File: src/rtl/fetch_pkg.sv
// Shared types and constants for the instruction fetch stage.
package fetch_pkg;

    localparam int unsigned PC_W    = 32;
    localparam int unsigned INSTR_W = 32;
    localparam int unsigned PC_STEP = 4;

    typedef struct packed {
        logic [PC_W-1:0]    pc;
        logic [INSTR_W-1:0] word;
        logic               filled;
    } fetch_entry_t;

    function automatic logic [PC_W-1:0] align_pc(input logic [PC_W-1:0] pc);
        return pc & ~PC_W'(3);
    endfunction

endpackage

File: src/rtl/fetch_buffer.sv
// In-order prefetch queue: entries are allocated at grant and filled when the
// memory returns data; only the head entry is visible to decode.
module fetch_buffer
    import fetch_pkg::*;
#(
    parameter int unsigned DEPTH = 4,
    localparam int unsigned PTR_W = $clog2(DEPTH),
    localparam int unsigned CNT_W = PTR_W + 1
) (
    input  logic               clk,
    input  logic               rst,
    input  logic               flush,
    input  logic               alloc,
    input  logic [PC_W-1:0]    alloc_pc,
    input  logic               fill,
    input  logic [INSTR_W-1:0] fill_word,
    input  logic               pop,
    output fetch_entry_t       head,
    output logic [CNT_W-1:0]   count,
    output logic [CNT_W-1:0]   unfilled
);

    fetch_entry_t     entries_q [DEPTH];
    fetch_entry_t     entries_d [DEPTH];
    logic [PTR_W-1:0] alloc_ptr_q, alloc_ptr_d;
    logic [PTR_W-1:0] fill_ptr_q, fill_ptr_d;
    logic [PTR_W-1:0] head_ptr_q, head_ptr_d;
    logic [CNT_W-1:0] count_q, count_d;
    logic [CNT_W-1:0] unfilled_q, unfilled_d;

    // Alloc and fill never target the same slot: alloc always lands on a free one.
    always_comb begin
        entries_d   = entries_q;
        alloc_ptr_d = alloc_ptr_q;
        fill_ptr_d  = fill_ptr_q;
        head_ptr_d  = head_ptr_q;
        count_d     = count_q;
        unfilled_d  = unfilled_q;
        if (flush) begin
            alloc_ptr_d = '0;
            fill_ptr_d  = '0;
            head_ptr_d  = '0;
            count_d     = '0;
            unfilled_d  = '0;
        end else begin
            if (alloc) begin
                entries_d[alloc_ptr_q].pc     = alloc_pc;
                entries_d[alloc_ptr_q].filled = 1'b0;
                alloc_ptr_d                   = alloc_ptr_q + PTR_W'(1);
            end
            if (fill) begin
                entries_d[fill_ptr_q].word   = fill_word;
                entries_d[fill_ptr_q].filled = 1'b1;
                fill_ptr_d                   = fill_ptr_q + PTR_W'(1);
            end
            if (pop) begin
                head_ptr_d = head_ptr_q + PTR_W'(1);
            end
            count_d    = count_q + CNT_W'(alloc) - CNT_W'(pop);
            unfilled_d = unfilled_q + CNT_W'(alloc) - CNT_W'(fill);
        end
    end

    always_ff @(posedge clk or negedge rst) begin
        if (!rst) begin
            for (int unsigned i = 0; i < DEPTH; i++) begin
                entries_q[i] <= '0;
            end
            alloc_ptr_q <= '0;
            fill_ptr_q  <= '0;
            head_ptr_q  <= '0;
            count_q     <= '0;
            unfilled_q  <= '0;
        end else begin
            entries_q   <= entries_d;
            alloc_ptr_q <= alloc_ptr_d;
            fill_ptr_q  <= fill_ptr_d;
            head_ptr_q  <= head_ptr_d;
            count_q     <= count_d;
            unfilled_q  <= unfilled_d;
        end
    end

    always_comb begin
        head     = entries_q[head_ptr_q];
        count    = count_q;
        unfilled = unfilled_q;
    end

endmodule

File: src/rtl/fetch_unit.sv
// Instruction fetch stage: fetch PC, pipelined imem requests, prefetch queue
// and redirect handling with discard of responses still owed by memory.
module fetch_unit
    import fetch_pkg::*;
#(
    parameter int unsigned      DEPTH    = 4,
    parameter logic [PC_W-1:0]  RESET_PC = 32'h0000_0000
) (
    input  logic               clk,
    input  logic               rst,
    input  logic               redirect_valid,
    input  logic [PC_W-1:0]    redirect_pc,
    output logic               imem_req,
    output logic [PC_W-1:0]    imem_addr,
    input  logic               imem_gnt,
    input  logic               imem_rvalid,
    input  logic [INSTR_W-1:0] imem_rdata,
    output logic               ins_valid,
    input  logic               ins_ready,
    output logic [INSTR_W-1:0] ins,
    output logic [PC_W-1:0]    ins_pc,
    output logic [PC_W-1:0]    ins_npc
);

    localparam int unsigned CNT_W = $clog2(DEPTH) + 1;

    logic [PC_W-1:0]  fetch_pc_q, fetch_pc_d;
    logic [CNT_W-1:0] drop_cnt_q, drop_cnt_d;
    logic             run_q, run_d;
    logic [CNT_W-1:0] count, unfilled;
    logic [CNT_W:0]   owed;
    fetch_entry_t     head;
    logic             grant, fill, pop;

    // Issue, response steering and redirect bookkeeping; redirect overrides all.
    always_comb begin
        run_d      = 1'b1;
        fetch_pc_d = fetch_pc_q;
        drop_cnt_d = drop_cnt_q;
        imem_req   = run_q && (count < CNT_W'(DEPTH)) && !redirect_valid;
        imem_addr  = fetch_pc_q;
        grant      = imem_req && imem_gnt;
        fill       = imem_rvalid && (drop_cnt_q == '0) && (unfilled != '0) && !redirect_valid;
        ins_valid  = (count != '0) && head.filled;
        pop        = ins_valid && ins_ready && !redirect_valid;
        ins        = head.word;
        ins_pc     = head.pc;
        ins_npc    = head.pc + PC_W'(PC_STEP);
        owed       = {1'b0, drop_cnt_q} + {1'b0, unfilled};
        if (redirect_valid) begin
            fetch_pc_d = align_pc(redirect_pc);
            drop_cnt_d = CNT_W'(owed - (CNT_W + 1)'(imem_rvalid && (owed != '0)));
        end else begin
            if (grant) begin
                fetch_pc_d = fetch_pc_q + PC_W'(PC_STEP);
            end
            if (imem_rvalid && (drop_cnt_q != '0)) begin
                drop_cnt_d = drop_cnt_q - CNT_W'(1);
            end
        end
    end

    always_ff @(posedge clk or negedge rst) begin
        if (!rst) begin
            run_q      <= 1'b0;
            fetch_pc_q <= RESET_PC;
            drop_cnt_q <= '0;
        end else begin
            run_q      <= run_d;
            fetch_pc_q <= fetch_pc_d;
            drop_cnt_q <= drop_cnt_d;
        end
    end

    fetch_buffer #(
        .DEPTH (DEPTH)
    ) u_buffer (
        .clk       (clk),
        .rst       (rst),
        .flush     (redirect_valid),
        .alloc     (grant),
        .alloc_pc  (fetch_pc_q),
        .fill      (fill),
        .fill_word (imem_rdata),
        .pop       (pop),
        .head      (head),
        .count     (count),
        .unfilled  (unfilled)
    );

endmodule

File: config.mk
export PLATFORM = sky130hd
export DESIGN_NAME = fetch_unit
export DESIGN_NICKNAME = d
export VERILOG_FILES = /design/src/rtl/fetch_pkg.sv /design/src/rtl/fetch_buffer.sv /design/src/rtl/fetch_unit.sv
export SDC_FILE = /design/constraint.sdc
export NUM_CORES = 1
export LEC_CHECK = 0
export CORE_AREA = 3 3 160 279
export DETAILED_ROUTE_END_ITERATION = 16
export DIE_AREA = 0 0 163 282
export PLACE_DENSITY = 0.63
export SLEW_MARGIN = 20
export SYNTH_ARGS = -nofsm -noshare
export SYNTH_HDL_FRONTEND = slang
export SYNTH_HIERARCHICAL = 1
export SYNTH_SLANG_ARGS = --single-unit
export TNS_END_PERCENT = 50
File: constraint.sdc
create_clock -name clk -period 4.5 [get_ports clk]
set_input_delay 0.9 -clock clk [delete_from_list [all_inputs] [get_ports clk]]
set_output_delay 0.9 -clock clk [all_outputs]
set_load 0.005 [all_outputs]
==> results of run 1 <==
-- cell usage after synthesis (16+ instances only) --
master,instances,area (um2)
dfrtp_1,306,7660
nand2_1,41,154
nand4_1,18,113
buf_4,32,240
xnor2_1,33,289
mux2_1,16,180
mux2_2,240,2700
inv_1,18,67.6
nand3_1,29,145
ha_1,21,263
nor2_1,27,101
mux4_2,65,1460
-- stage by stage --
step | setup WS, ns | cell area (um2) | total power [mW] | hold WS, ns | utilization, %
4_1_cts | 0.108 | 18300 | 7.47 | 0.356 | 43.0
5_1_grt | 0.0403 | 18300 | 7.72 | 0.396 | 43.1
3_5_place_dp | 0.548 | 17300 | 4.93 | 0.475 | 40.7
2_1_floorplan | 1.44 | 14900 | 4.00 | 0.457 | -
3_3_place_gp | 0.574 | 17300 | 4.89 | 0.467 | 40.7
6_report | 0.227 | 18300 | 7.34 | 0.345 | 43.1
-- metal layers --
metal	vias to the layer above	part of all wire (%)	track usage (%)	wire, um
met5	-	0	0	0
met4	0	2.2	4.58	803
met3	41	3.7	2.12	1330
met2	184	55	29.8	20000
met1	4762	39	18.3	14100
li1	4185	-	-	-
-- path summary, 6_finish.rpt --
kind,startpoint,endpoint
setup / recovery,u_buffer/head_ptr_q[0],ins_npc[29]
setup reg to reg,u_buffer/head_ptr_q[1],u_buffer/count[2]
hold / removal,rst,u_buffer/entries_q[125]
hold reg to reg,u_buffer/entries_q[195],u_buffer/entries_q[195]
min in group clk,u_buffer/entries_q[195],u_buffer/entries_q[195]
max in group asynchronous,rst,u_buffer/entries_q[107]
-- power breakdown --
group          internal, mW  switching, mW  total, mW
combinational          1.02          0.638       1.65
sequential             3.01          0.191       3.20
clock                  1.42           1.06       2.49
-- cells by family (layout without fill, tap and decap cells) --
logic type               count (synthesis)  count (layout)  share of synthesized area [%]
AO/OA/AOI/OAI                           58              58                           2.68
adder cells (fa/ha/maj)                 24              24                           2.17
other                                    2              11                         0.0504
XOR/XNOR                                47              47                           2.95
multiplexers                           326             326                           29.5
buffers and inverters                   79             287                           3.37
AND/OR/NAND/NOR                        186             186                           7.89
flip-flops                             306             306                           51.4
-- critical path: cells and delay by family, from the launching register on --
family	cells	cell delay, ns
muxes	1	0.40
buffers and inverters	3	0.95
DFF	1	0.58
and+or+nand+nor	3	0.71
xor gates and xnor gates	1	0.17
-- timing repair --
| action | CTS | global route |
|---|---|---|
| gates cloned | 0 | 0 |
| gates resized for setup | 0 | 0 |
| buffers inserted | 1 | 5 |
| endpoints found under the setup margin | 9 | 2 |
-- sequential cells by signal (all words and copies together), names as in the netlist --
name / cells
u_buffer/unfilled: 3
u_buffer/entries_q: 260
u_buffer/count: 3
run_q: 1
u_buffer/head_ptr_q: 2
u_buffer/alloc_ptr_q: 2
imem_addr: 30
drop_cnt_q: 3
u_buffer/fill_ptr_q: 2
-- final cells by class --
cell class | count | area [um2] | share of cell area, %
tap | 561 | 702 | 3.83
multi-input combinational | 652 | 6780 | 37.0
sequential | 306 | 7660 | 41.8
clock buffer | 38 | 800 | 4.36
inverter | 18 | 67.6 | 0.368
timing repair buffer | 216 | 2160 | 11.8
clock inverter | 15 | 163 | 0.887
==> summary.txt, run 1 <==
Outcome -> complete, no violations
CTS root buf -> clkbuf_16
Post-synth EDFFs -> 0
Setup CP Type -> reg2out
Initial Util -> 35.0%
Max Slew Vio Count -> 0
Sequential fraction of the synthesis area -> 51.4%
PD cells -> 400 mW/mm2
Worst path most repeated cell -> buf_4
Worst stage delay on the critical path -> 0.58 ns
Post-synthesis cell count -> 1028
Min-Delay Path Class -> in2async
Final hold viol count -> 0
Peak VDD IR -> 0.297 mV
Area Overhead vs Synth -> 23.1%
Final period demand of the worst path -> 4.27 ns
Routed wire length -> 36.2 mm
Setup TNS -> 0 ns
Cells on worst reg2reg path -> 11
Avg Cell Area, Syn -> 14.5 um2
Die X -> 163 um
Pre-antenna DRT Iters -> 4
Worst EP arrival -> 3.37 ns
Htree depth -> 1
Layout Skew -> 0.0119 ns
IO buf count -> 195
CP Cell Sequence -> buf_4, mux4_2, nand4_2, nor4_4, buf_4, nand4_1, xnor2_1, clkdlybuf4s50_1
Fmax -> 234 MHz
Share of layout cells above drive strength 1 -> 32.4%
Crit end category -> output pin
Final-layout fill cell count -> 3872
CP Launch Type -> flop
Cell variety after synth -> 56
P_leak -> 8.40 nW
Critical path fanouts, max -> 10
Routability-driven placement congestion ratio -> 0.761
Global Route Usage Sum -> 15.7%
Final period util -> 94.9%
Initial DRC count -> 376
Ys flop type -> dfrtp_1
Worst-path clk slew -> 0.07 ns
#FFs+latches synth -> 306
Io pins -> 200
Largest net degree at the start of global routing -> 118
Clk sinks -> 306
Vias/cell -> 5.08
Final ANT Viol Nets -> 0
# hold bufs at CTS -> 0
Skew-Pair Late Insertion Delay -> 0.55 ns
CTS tree -> built
Initial antenna violation count -> 0
Async S/R FF share, synth -> 100%
Die area -> 0.0460 mm2
Number of max-cap violations -> 0
WL/cell -> 20.0 um
Core ar. -> 0.0425 mm2
Rel. slew slack -> 50.4%
First-pass GRT wire length -> 57.0 mm
Vias in the first global route -> 9807
DRC errors left -> 0
Most common cell after layout, fill and taps aside -> dfrtp_1
Dpl hpwl -> 24.5 mm
Setup slack, reg-to-reg -> 1.42 ns
CP max-delay cell -> dfrtp_4
Synth warn -> 6
NumNets Final -> 1317
Final instance count without filler cells -> 1806
# diodes -> 0
Vias -> 9172
Die Y -> 282 um
Congestion Overflow GR -> 0
Commonest cells after routing, fill and taps aside -> dfrtp_1 (304), mux2_2 (240), clkdlybuf4s50_1 (193)
Max clock buf depth -> 3
RSZ-0062 raised after global routing -> no
Cell Area, Synth -> 0.0149 mm2
Req. time, crit path -> 3.60 ns
Final setup vio count -> 0
# rows -> 100
Num CTS Buffers -> 29
Worst-margin pin slew -> 0.739 ns
Placed cell count -> 1747
No activity file was read; power rests on OpenSTA's default activity.
==> run 2, diff against run 1 <==
--- a/config.mk
+++ b/config.mk
@@ -9,7 +9,6 @@
 export DETAILED_ROUTE_END_ITERATION = 16
 export DIE_AREA = 0 0 163 282
 export PLACE_DENSITY = 0.63
-export SLEW_MARGIN = 20
 export SYNTH_ARGS = -nofsm -noshare
 export SYNTH_HDL_FRONTEND = slang
 export SYNTH_HIERARCHICAL = 1
==> results of run 2 <==
Final layout, timing and power as in run 1 (identical DEF).
